`config.mk`:
```
export PLATFORM = sky130hd
export DESIGN_NAME = bin2bcd_seq
export DESIGN_NICKNAME = d
export VERILOG_FILES = /design/src/rtl/bin2bcd_seq.sv
export SDC_FILE = /design/constraint.sdc
export NUM_CORES = 1
export LEC_CHECK = 0
export BUFFER_PORTS_ARGS = -buffer_cell sky130_fd_sc_hd__buf_2
export CAP_MARGIN = 20
export CORE_AREA = 3 3 61 63
export CTS_CLUSTER_SIZE = 10
export DETAILED_ROUTE_END_ITERATION = 10
export DIE_AREA = 0 0 64 66
export PLACE_DENSITY = 0.75
export SETUP_SLACK_MARGIN = 0.15
export SYNTH_ARGS = -nofsm -noshare
export SYNTH_HDL_FRONTEND = slang
export SYNTH_SLANG_ARGS = --single-unit
```
`constraint.sdc`:
```
create_clock -name clk -period 3.75 [get_ports clk]
set_input_delay 0.1875 -clock clk [delete_from_list [all_inputs] [get_ports clk]]
set_output_delay 0.1875 -clock clk [all_outputs]
set_load 0.02 [all_outputs]
```
`src/rtl/bin2bcd_seq.sv`:
```
// Sequential shift-add-3 binary-to-BCD converter with start/busy/done handshake.
// Define BCD_SEG_EN to add the registered 7-segment output seg_out.
module bin2bcd_seq #(
    parameter int IN_W   = 7,
    parameter int DIGITS = 3
) (
    input  logic                  clk,
    input  logic                  rst_n,
    input  logic                  start,
    input  logic [IN_W-1:0]       bin_in,
    output logic                  busy,
    output logic                  done,
    output logic [4*DIGITS-1:0]   bcd_out
`ifdef BCD_SEG_EN
    ,
    output logic [7*DIGITS-1:0]   seg_out
`endif
);

    localparam int BCD_W = 4 * DIGITS;
    localparam int CNT_W = (IN_W > 1) ? $clog2(IN_W) : 1;

    typedef enum logic [1:0] {
        S_IDLE,
        S_SHIFT,
        S_DONE
    } state_t;

    state_t              state, state_nxt;
    logic [IN_W-1:0]     binreg;
    logic [BCD_W-1:0]    scratch;
    logic [BCD_W-1:0]    scratch_adj;
    logic [BCD_W+IN_W-1:0] shift_full;
    logic [CNT_W-1:0]    cnt;
    logic                accept;
    logic                last;

    // Handshake outputs are pure state decodes, so busy and done are mutually exclusive.
    assign busy   = (state == S_SHIFT);
    assign done   = (state == S_DONE);
    assign accept = start && (state != S_SHIFT);
    assign last   = (state == S_SHIFT) && (cnt == CNT_W'(IN_W - 1));

    // NOTE: every always_comb output gets a default first so no path leaves it unassigned (no latch).
    always_comb begin
        scratch_adj = scratch;
        for (int i = 0; i < DIGITS; i++) begin
            if (scratch[4*i +: 4] >= 4'd5)
                scratch_adj[4*i +: 4] = scratch[4*i +: 4] + 4'd3;
        end
        shift_full = {scratch_adj, binreg} << 1;
    end

    always_comb begin
        state_nxt = state;
        case (state)
            S_IDLE:  if (start) state_nxt = S_SHIFT;
            S_SHIFT: if (last)  state_nxt = S_DONE;
            S_DONE:  state_nxt = start ? S_SHIFT : S_IDLE;
            default: state_nxt = S_IDLE;
        endcase
    end

    // NOTE: clocked state uses non-blocking assignments so all registers update from pre-edge values.
    always_ff @(posedge clk or negedge rst_n) begin
        if (!rst_n) state <= S_IDLE;
        else        state <= state_nxt;
    end

`ifdef BCD_SEG_EN
    function automatic logic [6:0] seg7(input logic [3:0] d);
        case (d)
            4'd0:    seg7 = 7'b0111111;
            4'd1:    seg7 = 7'b0000110;
            4'd2:    seg7 = 7'b1011011;
            4'd3:    seg7 = 7'b1001111;
            4'd4:    seg7 = 7'b1100110;
            4'd5:    seg7 = 7'b1101101;
            4'd6:    seg7 = 7'b1111101;
            4'd7:    seg7 = 7'b0000111;
            4'd8:    seg7 = 7'b1111111;
            4'd9:    seg7 = 7'b1101111;
            default: seg7 = 7'b0000000;
        endcase
    endfunction

    logic [7*DIGITS-1:0] seg_nxt;

    always_comb begin
        seg_nxt = '0;
        for (int i = 0; i < DIGITS; i++)
            seg_nxt[7*i +: 7] = seg7(shift_full[IN_W + 4*i +: 4]);
    end

    always_ff @(posedge clk or negedge rst_n) begin
        if (!rst_n)    seg_out <= {DIGITS{7'b0111111}};
        else if (last) seg_out <= seg_nxt;
    end
`endif

    // Datapath: bcd_out only changes on the final shift, so it never shows a partial result.
    always_ff @(posedge clk or negedge rst_n) begin
        if (!rst_n) begin
            binreg  <= '0;
            scratch <= '0;
            cnt     <= '0;
            bcd_out <= '0;
        end else if (accept) begin
            binreg  <= bin_in;
            scratch <= '0;
            cnt     <= '0;
        end else if (state == S_SHIFT) begin
            binreg  <= shift_full[IN_W-1:0];
            scratch <= shift_full[BCD_W+IN_W-1:IN_W];
            cnt     <= cnt + 1'b1;
            if (last) bcd_out <= shift_full[BCD_W+IN_W-1:IN_W];
        end
    end

endmodule

```
======== After elaboration in Yosys (flattened, before gate mapping) ========
Cells that the tools add are included.
storage, ports and cells
  bits of input ports ..................... 10
  output and inout port bits .............. 14
  logic and storage cells ................. 38
  register bits ........................... 36
cells by class
  reductions and logical operators ........ 6
  order comparisons ....................... 3
  $add $sub $neg .......................... 4
  bitwise operators ....................... 1
  equality and inequality tests ........... 6
  mux-type cells .......................... 13
operators by type and width
  kind                                                               count
  two-way mux 12 bit                                                 2
  two-way mux 7 bit                                                  2
  greater-or-equal comparator 4 x 3 -> 1 bit, second input constant  3
  two-way mux 3 bit                                                  3
  adder 4 x 2 -> 4 bit, second input constant                        2
  two-way mux 4 bit                                                  2
  one-hot mux 2 bit (3 select lines)                                 1
  two-way mux 2 bit                                                  2
  inequality test 2 x 1 -> 1 bit, second input constant              2
  adder 3 x 1 -> 3 bit, second input constant                        1
  adder 3 x 2 -> 3 bit, second input constant                        1
  equality test 3 bit, second input constant                         1
  AND reduction 3 bit                                                1
  equality test 2 x 1 -> 1 bit, second input constant                1
  equality test 2 bit, second input constant                         1
  logical AND 1 bit                                                  2
  logical NOT 2 bit                                                  1
  inequality test 2 bit, second input constant                       1
  AND reduction 2 bit                                                1
  nonzero test 2 bit                                                 1
  two-way mux 1 bit                                                  1
  inverter 1 bit                                                     1

======== Longest topological paths before layout ========
Gate-level depths: netlist of the first run.
  word-level depth ........................ 4
  depth in mapped cells ................... 6
  gate-level depth less buffers ........... 6

======== Worst setup path after synthesis of the first run ========
OpenSTA, ideal clock, no wires.
  path kind ............................... reg-to-reg
  start ................................... reg scratch[0]
  end ..................................... reg scratch[2]
  cell stages (with the launch flop) ...... 7
  arrival time ............................ 1.378 ns
  library setup time ...................... 0.074 ns
  data required time ...................... 3.676 ns
  path slack .............................. 2.298 ns
  buffers on the path ..................... 0
  clock period less this slack ............ 1.452 ns
  cells stage by stage .................... dfrtp_1 > inv_1 > ha_1 > nand2b_1 > a21oi_2 > mux2_4 > o21ai_2
on the way
  word-level cells in the longest chain between the ends .. 4
  elaborated cells between the ends (all ways) .. 5
  classes of those cells .................. 1 x add/sub; 1 x order compare; 3 x mux
RTL lines
  what                                                                                       RTL line  RTL
  start, declared                                                                            31        logic [BCD_W-1:0] scratch;
  start signal, assigned                                                                     114       scratch <= shift_full[BCD_W+IN_W-1:IN_W];
  adder 4 x 2 -> 4 bit / greater-or-equal comparator 4 x 3 -> 1 bit (equally long branches)  49, 48
  two-way mux 4 bit *                                                                        48        if (scratch[4*i +: 4] >= 4'd5)
  two-way mux 12 bit *                                                                       112       end else if (state == S_SHIFT) begin
  two-way mux 12 bit *                                                                       108       end else if (accept) begin
Mark *: on every way between the ends. The rest lies on a longest branch, timed or not. The select of a mux whose other input is x is not followed.
A chain may end at the register's enable or synchronous reset.

======== Worst setup path after layout of the first run ========
  start ................................... reg scratch[0]
  end ..................................... reg bcd_out[2]
on the way
  word-level cells in the longest chain between the ends .. 2
  elaborated cells between the ends (all ways) .. 3
  classes of those cells .................. 1 x add/sub; 1 x order compare; 1 x mux
RTL lines
  what                                                                                       RTL line  RTL
  adder 4 x 2 -> 4 bit / greater-or-equal comparator 4 x 3 -> 1 bit (equally long branches)  49, 48
  two-way mux 4 bit *                                                                        48
  end signal, assigned                                                                       116       if (last) bcd_out <= shift_full[BCD_W+IN_W-1:IN_W];
  end, declared                                                                              13        output logic [4*DIGITS-1:0] bcd_out
Mark *: on every way between the ends. The rest lies on a longest branch, timed or not.

==> results of run 1 <==
==> cells by family after synthesis <==
kind of cell / count (synthesis) / synth area share (%)
AO/OA/AOI/OAI: 44 / 14.40
AND/OR/NAND/NOR: 54 / 15.80
flip-flops: 36 / 50.56
multiplexers: 11 / 7.304
XOR/XNOR: 3 / 1.475
buffers and inverters: 17 / 4.845
adder cells (fa/ha/maj): 8 / 5.618
==> routing by layer <==
| layer | up-vias | GRT usage (%) | wire length [um] | part of all wire [%] |
|---|---|---|---|---|
| li1 | 643 | - | - | - |
| met1 | 592 | 20.26 | 1420 | 44 |
| met2 | 24 | 31.10 | 1565 | 49 |
| met3 | 8 | 4.082 | 135 | 4.2 |
| met4 | 0 | 9.704 | 72 | 2.3 |
| met5 | - | 0 | 0 | 0 |
==> cell usage in the layout (no fill, tap or decap), drive strengths merged <==
master       Yosys  routed
nand2b           4       4
o31ai            1       1
mux2i            7       7
clkinv           1       2
mux2             4       4
inv              9       9
o21ai           35      35
nor3b            5       5
clkbuf           1       6
xnor2            3       3
nand2           25      25
bufinv           0       1
ha               8       8
a21oi            8       8
dlygate4sd3      0       1
dfrtp           36      36
nor2b            1       1
nand3           13      13
nor3             3       3
buf              6      23
nor2             3       3
==> where the power goes <==
group          internal (mW)  switching, mW  total (mW)
logic                  0.302          0.454       0.756
clock network          0.140          0.131       0.271
registers              0.543          0.124       0.667
==> area by class of cell <==
cell class,count,share of cell area [%]
tap,46,2.886
timing repair buffer,24,6.274
clock buffer,6,2.070
clock inverter,2,1.757
multi-input combinational,120,39.84
inverter,10,2.008
sequential,36,45.17
==> flip-flops by register name, indices dropped and copies added (netlist names) <==
register and cells:
binreg 7, state 2, cnt 3, bcd_out 12
scratch 12
==> tightest hold or removal path, cell delays in order <==
cell,delay [ps]
sky130_fd_sc_hd__buf_2,70
sky130_fd_sc_hd__mux2i_1,60
sky130_fd_sc_hd__nor2_1,80
==> path summary, 6_finish.rpt <==
check                      cells past startpoint         end  startpoint  slack [ps]
setup / recovery                               6  bcd_out[2]  scratch[0]        2100
min in group asynchronous                      2  scratch[1]       rst_n         450
hold reg to reg                                2  bcd_out[5]  bcd_out[5]         490
max in group asynchronous                      2  bcd_out[5]       rst_n        2800
setup reg to reg                               6  bcd_out[2]  scratch[0]        2100
hold / removal                                 3   binreg[0]   bin_in[0]          90
==> what timing repair did <==
| item | CTS | global route |
|---|---|---|
| resized for setup | 0 | 0 |
| endpoints found under the hold margin | 36 | 0 |
| hold buffers | 1 | 0 |
==> stage by stage <==
| stage | power (mW) | hold WS (ps) |
|---|---|---|
| finish | 1.695 | 92.59 |
| global route | 1.836 | 108.2 |
| CTS | 1.714 | 88.40 |
| detailed placement | 1.441 | 321.7 |
| global placement | 1.393 | 307.3 |
| floorplan | 1.258 | -108.1 |
==> summary.txt, run 1 <==
Status
  – Status: finished, final reports clean

Critical path
  – Data required time of the critical path: 4030 ps
  – Crit. End Element: register
  – Nature of the critical path startpoint: register
  – Delay-heaviest family, CP: flip-flops
  – WP data arrival: 1940 ps
  – Ordered cell list for the critical path: inv_1, ha_1, nand2b_1, a21oi_2, mux2_4, o21ai_2
  – Crit path buf inv count: 1
  – Critical-path maximum fanout: 5
  – Longest individual stage delay on the worst path: 420 ps
  – Critical path start-end classification: reg -> reg
  – Cell with the largest stage delay on the worst path: sky130_fd_sc_hd__dfrtp_1

STA
  – Crit share post-route: 44.05%
  – Worst clock skew: 10.47 ps
  – Setup repair after global routing missed its margin: no
  – Crit path time final: 1652 ps
  – Post-route setup TNS: 0 ps
  – Max Clk Rate: 0.6053 GHz
  – Max-slew violation count: 0
  – Final hold violation count: 0
  – Count of endpoints failing setup in the final report: 0
  – Slew @ Worst Pin: 785.9 ps
  – Relative slew slack: 47.61%
  – Final worst setup slack: 2098 ps

Finish
  – Finished Cell Area: 1994 um^2
  – Share of layout cells above drive strength 1: 23.23%
  – Area of the multi-input gates: 794.5 um^2
  – Register area: 900.9 um^2
  – Number of diodes: 0
  – Utilization of the core after routing: 60.72%
  – # fillers: 296
  – Synth-to-layout area growth: 11.94%
  – Non-Filler Instances: 244
  – Number of nets in the layout: 215

Route
  – Remaining antenna violation count after routing: 0
  – First-pass detailed-route iteration total: 4
  – Total Routed Length: 3192 um
  – Wire length per cell after detailed routing: 13.08 um
  – Vias: 1267
  – Number of remaining DRC errors: 0
  – Via density: 5.193
  – DRC marker count from the first detailed-route iteration: 56

Die
  – Die outline height: 66 um
  – Total number of placement rows: 21
  – Top Ports: 24
  – Core area: 3284 um^2
  – Horizontal die dimension: 64 um
  – Total die area: 4224 um^2
  – Initial Util: 54.25%

Yosys
  – Cell types with the largest area share after synthesis: sky130_fd_sc_hd__dfrtp_1 (51%), sky130_fd_sc_hd__ha_1 (5.6%), sky130_fd_sc_hd__nand2_1 (5.3%), sky130_fd_sc_hd__o21ai_1 (4.8%), sky130_fd_sc_hd__mux2i_1 (3.9%)
  – Post-Synthesis Net Count: 191
  – Number of flip-flops and latches in the synthesized netlist: 36
  – Most used flip-flop cell after synthesis: sky130_fd_sc_hd__dfrtp_1
  – Number of enable-type register cells in the synthesized netlist: 0
  – Post-synth cell types: 30
  – Cell area after synthesis: 1782 um^2
  – Top cells by count, synth: sky130_fd_sc_hd__dfrtp_1 (36), sky130_fd_sc_hd__nand2_1 (25), sky130_fd_sc_hd__o21ai_1 (17), sky130_fd_sc_hd__o21ai_0 (14), sky130_fd_sc_hd__nand3_1 (12)
  – Yosys warns: 0
  – Library cell with the highest instance count after synthesis: sky130_fd_sc_hd__dfrtp_1
  – Post-synth top area cell: sky130_fd_sc_hd__dfrtp_1
  – Post-synth ARST share: 100.0%
  – Post-synthesis cell count: 173
  – Share of the synthesized area in the top cell type: 50.56%
  – Sequential share of the synthesized area: 50.56%
  – Synth Area per Inst: 10.30 um^2

CTS
  – TritonCTS clock tree: yes
  – Clock buffers created by TritonCTS: 5
  – Buffers inserted by post-CTS timing repair: 0
  – Master cell of the clock root buffer: sky130_fd_sc_hd__clkbuf_4
  – TritonCTS Sinks: 36
  – Clk Latency, worst-skew pair: 350 ps
  – CTS H-Tree Depth: 2
  – Clock transition at path regs: 110 ps
  – Longest Clk Path Bufs: 2

GRT
  – Total GRT Usage: 17.87%
  – Remaining global-route overflow: 0
  – Pin count of the biggest net entering global routing: 37
  – Vias in the first global route: 1294
  – Number of antenna violations at the first check in global routing: 0
  – Wire length of the first global-routing pass: 5761 um

Flow run
  – Max-cap violations: 0

Placement
  – Final estimated routing congestion in global placement: 0.7823
  – DP HPWL: 2251 um
  – Worst setup timing slack at the placement stage: 2098 ps
  – Cell total after placement: 235
  – Total cell area at the placement stage: 1908 um^2
  – Total of buffers placed on input and output ports: 23

Power and ir drop
  – Static leakage: 0.9605 nW
  – Maximum resistive drop on vdd: 0.3073 mV
  – Ratio of total power to cell area: 849.6 nW/um^2

Hold path
  – Type of the worst min-delay path: in -> reg
No activity file was read; power rests on OpenSTA's default activity.
==> inputs of run 2 (changes only) <==
- ABC_AREA: not set -> 1
- CORE_AREA: 3 3 61 63 -> 3 3 64 66
- DIE_AREA: 0 0 64 66 -> 0 0 67 69
- PLACE_DENSITY: 0.75 -> 0.72
- clock period: 3.75 -> 1.33 ns (I/O delays scaled with it)
==> summary.txt, run 2 <==
Yosys
  – Library cell with the highest instance count after synthesis: sky130_fd_sc_hd__nand2_1
  – Number of flip-flops and latches in the synthesized netlist: 36
  – Top cells by count, synth: sky130_fd_sc_hd__nand2_1 (73), sky130_fd_sc_hd__dfrtp_1 (36), sky130_fd_sc_hd__nand3_1 (23), sky130_fd_sc_hd__inv_1 (18), sky130_fd_sc_hd__o21ai_0 (11)
  – Post-synthesis mux area share: 0%
  – Synthesized-area fraction occupied by xor and xnor cells: 0%
  – Post-synth ARST share: 100.0%
  – Cell area after synthesis: 1792 um^2
  – Post-synth top area cell: sky130_fd_sc_hd__dfrtp_1
  – Combinational family with the most area after synthesis: simple AND/OR/NAND/NOR gates
  – Post-Synthesis Net Count: 224
  – Yosys warns: 0
  – Area fraction in and, or, nand and nor cells after synthesis: 29.89%
  – Sequential share of the synthesized area: 50.28%
  – Post-synth cell types: 22
  – Number of enable-type register cells in the synthesized netlist: 0
  – Area fraction in compound gates after synthesis: 6.634%
  – Share of the synthesized area in the top cell type: 50.28%
  – Cell types with the largest area share after synthesis: sky130_fd_sc_hd__dfrtp_1 (50%), sky130_fd_sc_hd__nand2_1 (15%), sky130_fd_sc_hd__nand3_1 (6.4%), sky130_fd_sc_hd__ha_1 (5.6%), sky130_fd_sc_hd__inv_1 (3.8%)
  – Adder and majority gate portion of the synthesized area: 5.587%
  – Synth Area per Inst: 8.698 um^2
  – Most used flip-flop cell after synthesis: sky130_fd_sc_hd__dfrtp_1
  – Post-synthesis cell count: 206

Placement
  – DP HPWL: 2407 um
  – Total of buffers placed on input and output ports: 23
  – Final estimated routing congestion in global placement: 0.7811

Die
  – Die outline height: 69 um
  – Top Ports: 24
  – Core area: 3633 um^2
  – Total number of placement rows: 22
  – Initial Util: 49.31%
  – Horizontal die dimension: 67 um
  – Total die area: 4623 um^2

Finish
  – Largest registers: bcd_out: 12 flops, scratch: 12 flops, binreg: 7 flops
  – Number of diodes: 0
  – Commonest cells after routing, fill and taps aside: sky130_fd_sc_hd__nand2_1 (60), sky130_fd_sc_hd__dfrtp_1 (35), sky130_fd_sc_hd__buf_2 (22)
  – Synth-to-layout area growth: 40.92%
  – Most common cell after layout, fill and taps aside: sky130_fd_sc_hd__nand2_1
  – Number of nets in the layout: 280
  – Utilization of the core after routing: 69.49%
  – Share of layout cells above drive strength 1: 41.06%

STA
  – Final hold violation count: 0
  – Count of endpoints failing setup in the final report: 0
  – Worst clock skew: 6.594 ps
  – Setup repair after global routing missed its margin: yes
  – Slew @ Worst Pin: 417.9 ps
  – Crit path time final: 1226 ps
  – Crit share post-route: 92.16%
  – Relative slew slack: 72.14%
  – Max Clk Rate: 0.8158 GHz
  – Max-slew violation count: 0
  – Post-route setup TNS: 0 ps

GRT
  – Total GRT Usage: 18.58%
  – Vias in the first global route: 1555
  – Remaining global-route overflow: 0
  – Pin count of the biggest net entering global routing: 21
  – Number of antenna violations at the first check in global routing: 0
  – Wire length of the first global-routing pass: 6651 um

Critical path
  – Crit path top cell by count: sky130_fd_sc_hd__nand2_2
  – Setup slack, reg-to-reg: 100 ps
  – Critical-path maximum fanout: 4
  – Endpoint of the worst register-to-register path: scratch[6]
  – Nature of the critical path startpoint: register
  – Crit path buf inv count: 1
  – Depth of the worst register-to-register path: 7
  – WP data arrival: 1410 ps
  – Path length in cells of the critical path: 7
  – Data required time of the critical path: 1510 ps
  – Crit. End Element: register
  – Delay-heaviest family, CP: simple AND/OR/NAND/NOR gates
  – Cell with the largest stage delay on the worst path: sky130_fd_sc_hd__dfrtp_1
  – Ordered cell list for the critical path: inv_2, ha_2, nand2_2, nand3_4, nand2_2, nand3_1, nand2_1
  – Critical path start-end classification: reg -> reg
  – Longest individual stage delay on the worst path: 400 ps
  – Reg-to-reg critical path startpoint: scratch[5]

Power and ir drop
  – Sequential group share of total power: 31.0%
  – Ratio of total power to cell area: 2527 nW/um^2
  – Fraction of power consumed by combinational cells: 56.4%
  – Switch share: 44.82%
  – Switching Power: 2.860 mW
  – Maximum resistive drop on vdd: 1.523 mV
  – Internal: 3.521 mW
  – Clock network power share: 12.6%
  – Static leakage: 1.302 nW

CTS
  – TritonCTS clock tree: yes
  – Master cell of the clock root buffer: sky130_fd_sc_hd__clkbuf_8
  – Clock transition at path regs: 70 ps
  – Clk Latency, worst-skew pair: 290 ps
  – TritonCTS Sinks: 36
  – Longest Clk Path Bufs: 2
  – CTS H-Tree Depth: 2
  – Clock buffers created by TritonCTS: 5

Route
  – Wire length per cell after detailed routing: 13.75 um
  – First-pass detailed-route iteration total: 4
  – Vias: 1625
  – DRC marker count from the first detailed-route iteration: 78
  – Via density: 5.225
  – Remaining antenna violation count after routing: 0
  – Number of remaining DRC errors: 0
  – Total Routed Length: 4276 um

Hold path
  – Type of the worst min-delay path: in -> reg
  – Sink of the worst hold path: binreg[1]
  – Hold Startpoint: bin_in[1]
  – Cell depth of the worst min-delay path: 3

Flow run
  – Max-cap violations: 0

Status
  – Status: finished, final reports clean
## run 2: power by group through the flow
stage	Combinational, mW	Sequential, mW	Clock [mW]
2_1_floorplan	1.69	2.09	0
3_3_place_gp	2.35	1.92	0
3_5_place_dp	2.39	1.92	0
4_1_cts	2.90	1.93	0.827
5_1_grt	3.96	2.03	0.873
6_report	3.60	1.98	0.803
## run 2: layout make-up
class,count,area [um^2]
Multi-Input combinational cell,144,963.4
Inverter,22,112.6
Clock buffer,8,90.09
Tap cell,48,60.06
Timing Repair Buffer,53,396.6
Fill cell,266,1109
Sequential cell,36,902.1
## run 2: tightest hold or removal path, delay by kind of cell
family	cells	cell delay (ps)
and+or+nand+nor	1	40
AOI/OAI and AO/OA	1	80
buffers and inverters	1	70
## run 2: kinds of logic (layout without fill, tap and decap cells)
logic type / Yosys count / after routing
simple gates: 115 / 115
flops: 36 / 36
buf+inv: 26 / 83
compound gates: 21 / 21
fa+ha+maj: 8 / 8
## run 2: stage by stage
step / hold WS, ps / instance area [um^2] / setup slack, ps / power, mW / std cells
floorplan: -229.1 / 1812 / 141.5 / 3.784 / 206
global placement: 15.55 / 1973 / 65.81 / 4.267 / 276
detailed placement: 22.47 / 1973 / 28.17 / 4.310 / 276
CTS: 5.974 / 2315 / 130.3 / 5.660 / 303
global route: 44.10 / 2525 / 15.93 / 6.868 / 311
finish: 13.57 / 2525 / 104.3 / 6.381 / 311
## run 2: worst max-delay path by stage
stage,from,end
final,scratch[5],scratch[6]
after floorplan,cnt[0],bcd_out[7]
after detailed placement,scratch[4],bcd_out[6]
after CTS,cnt[0],bcd_out[8]
after global placement,scratch[4],bcd_out[6]
after global routing,scratch[4],scratch[6]
## run 2: repair_timing
item,CTS,global route
setup buffers,12,8
hold buffers,7,0
gates resized for setup,28,43
endpoints found under the setup margin,23,31
hold endpoints to repair,22,0
pin swaps,8,20
## run 2: per-layer routing
| layer | track usage [%] | up-vias | wire length [um] |
|---|---|---|---|
| li1 | - | 785 | - |
| met1 | 22.83 | 783 | 1885 |
| met2 | 29.48 | 47 | 2081 |
| met3 | 5.212 | 10 | 210 |
| met4 | 8.784 | 0 | 99 |
| met5 | 0 | - | 0 |
==> inputs of run 3 (changes only) <==
- CAP_MARGIN: 20 -> 30
- CORE_AREA: 3 3 64 66 -> 3 3 73 58
- DIE_AREA: 0 0 67 69 -> 0 0 76 61
- GPL_TIMING_DRIVEN: not set -> 0
- PLACE_DENSITY: 0.72 -> 0.73
==> summary.txt, run 3 (synthesized netlist as in run 2, its figures left out) <==
CTS
  – Longest Clk Path Bufs: 2
  – Clock buffers created by TritonCTS: 5
  – TritonCTS clock tree: yes
  – TritonCTS Sinks: 36
  – Master cell of the clock root buffer: sky130_fd_sc_hd__clkbuf_8
  – Clk Latency, worst-skew pair: 290 ps
  – CTS H-Tree Depth: 2
  – Clock transition at path regs: 70 ps

Critical path
  – WP data arrival: 1470 ps
  – Critical-path maximum fanout: 4
  – Depth of the worst register-to-register path: 7
  – Crit. End Element: register
  – Critical path start-end classification: reg -> reg
  – Data required time of the critical path: 1510 ps
  – Nature of the critical path startpoint: register
  – Setup slack, reg-to-reg: 40 ps

STA
  – Max Clk Rate: 0.7726 GHz
  – Setup repair after global routing missed its margin: yes
  – Max-slew violation count: 0
  – Crit path time final: 1294 ps
  – Count of endpoints failing setup in the final report: 0
  – Worst clock skew: 3.135 ps
  – Slew @ Worst Pin: 793.9 ps
  – Crit share post-route: 97.31%
  – Hold slack: 11.59 ps
  – Relative slew slack: 47.07%
  – Final hold violation count: 0

Route
  – DRC marker count from the first detailed-route iteration: 161
  – First-pass detailed-route iteration total: 4
  – Vias: 1695
  – Total Routed Length: 4728 um
  – Remaining antenna violation count after routing: 0
  – Via density: 5.199
  – Number of remaining DRC errors: 0
  – Wire length per cell after detailed routing: 14.50 um

Finish
  – Commonest cells after routing, fill and taps aside: sky130_fd_sc_hd__nand2_1 (50), sky130_fd_sc_hd__dfrtp_1 (35), sky130_fd_sc_hd__buf_4 (25)
  – Number of diodes: 0
  – Number of nets in the layout: 291
  – Largest registers: bcd_out: 12 flops, scratch: 12 flops, binreg: 7 flops
  – Share of layout cells above drive strength 1: 45.26%
  – Most common cell after layout, fill and taps aside: sky130_fd_sc_hd__nand2_1
  – Synth-to-layout area growth: 49.51%

Power and ir drop
  – Overall power of the completed layout: 6.830 mW
  – Maximum resistive drop on vdd: 1.475 mV
  – Ratio of total power to cell area: 2550 nW/um^2
  – Static leakage: 1.392 nW

GRT
  – Remaining global-route overflow: 0
  – Wire length of the first global-routing pass: 7107 um
  – Number of antenna violations at the first check in global routing: 0
  – Total GRT Usage: 19.93%
  – Pin count of the biggest net entering global routing: 37
  – Vias in the first global route: 1626

Placement
  – DP HPWL: 2393 um
  – Total of buffers placed on input and output ports: 23
  – Final estimated routing congestion in global placement: 0.8687

Hold path
  – Type of the worst min-delay path: in -> reg
  – Cell depth of the worst min-delay path: 3

Die
  – Total number of placement rows: 19
  – Top Ports: 24
  – Horizontal die dimension: 76 um
  – Core area: 3590 um^2
  – Total die area: 4636 um^2
  – Initial Util: 49.91%
  – Die outline height: 61 um

Status
  – Status: finished, final reports clean

Flow run
  – Max-cap violations: 0
## run 3: cell count changes in the layout (fill, tap and decap cells not counted), sizes merged
| cell | change |
|---|---|
| clkbuf | +1 |
| buf | +10 |
## run 3: timing repair
action	in CTS	in global routing
resized for setup	44	38
pin swaps	9	11
hold buffers	7	0
buffers inserted	19	9
endpoints found under the hold margin	42	0
cloned	1	1
setup endpoints to repair	26	36
## run 3: cell type report
| type | instances | area (um^2) |
|---|---|---|
| Buffer | 4 | 65.06 |
| Clock buffer | 8 | 90.09 |
| Fill cell | 257 | 910.9 |
| Inverter | 22 | 107.6 |
| Multi-Input combinational cell | 144 | 960.9 |
| Sequential cell | 36 | 902.1 |
| Tap cell | 52 | 65.06 |
| Timing Repair Buffer | 60 | 488.0 |
## run 3: path summary, 6_finish.rpt
check                             end  startpoint
max                        scratch[2]  scratch[1]
max reg2reg                scratch[2]  scratch[1]
min reg2reg                bcd_out[1]  bcd_out[1]
min                         binreg[1]   bin_in[1]
max in group asynchronous  scratch[4]       rst_n
min in group asynchronous      cnt[2]       rst_n
## run 3: critical path, cell delays in order (launching register included)
cell,delay (ps)
sky130_fd_sc_hd__dfrtp_1,400
sky130_fd_sc_hd__inv_2,120
sky130_fd_sc_hd__ha_1,180
sky130_fd_sc_hd__nand2_2,100
sky130_fd_sc_hd__nand3_4,140
sky130_fd_sc_hd__nand2_2,80
sky130_fd_sc_hd__nand3_1,100
sky130_fd_sc_hd__nand2_1,70
## run 3: metrics by stage
step / cell area [um^2] / instances / setup TNS (ps) / utilization [%] / setup slack (ps)
final: 2679 / 326 / 0 / 74.63 / 35.72
after global routing: 2679 / 326 / -88.10 / 74.63 / -46.01
after detailed placement: 1992 / 281 / -6.425 / 55.49 / -5.677
after floorplan: 1812 / 206 / 0 / - / 141.5
after global placement: 1992 / 281 / 0 / 55.49 / 1.048
after CTS: 2465 / 316 / 0 / 68.66 / 92.20
## run 3: layer usage
metal,GRT usage [%],routed length [um],up-vias
met4,12.40,101,0
met1,24.53,2024,803
met5,0,0,-
met2,33.33,2310,71
met3,4.154,292,12
li1,-,-,809
## run 3: power by group
| part | switching, mW | internal [mW] | total [mW] |
|---|---|---|---|
| clock network | 0.386 | 0.423 | 0.809 |
| logic | 2.23 | 1.84 | 4.06 |
| registers | 0.370 | 1.59 | 1.96 |
| total | 2.98 | 3.85 | 6.83 |
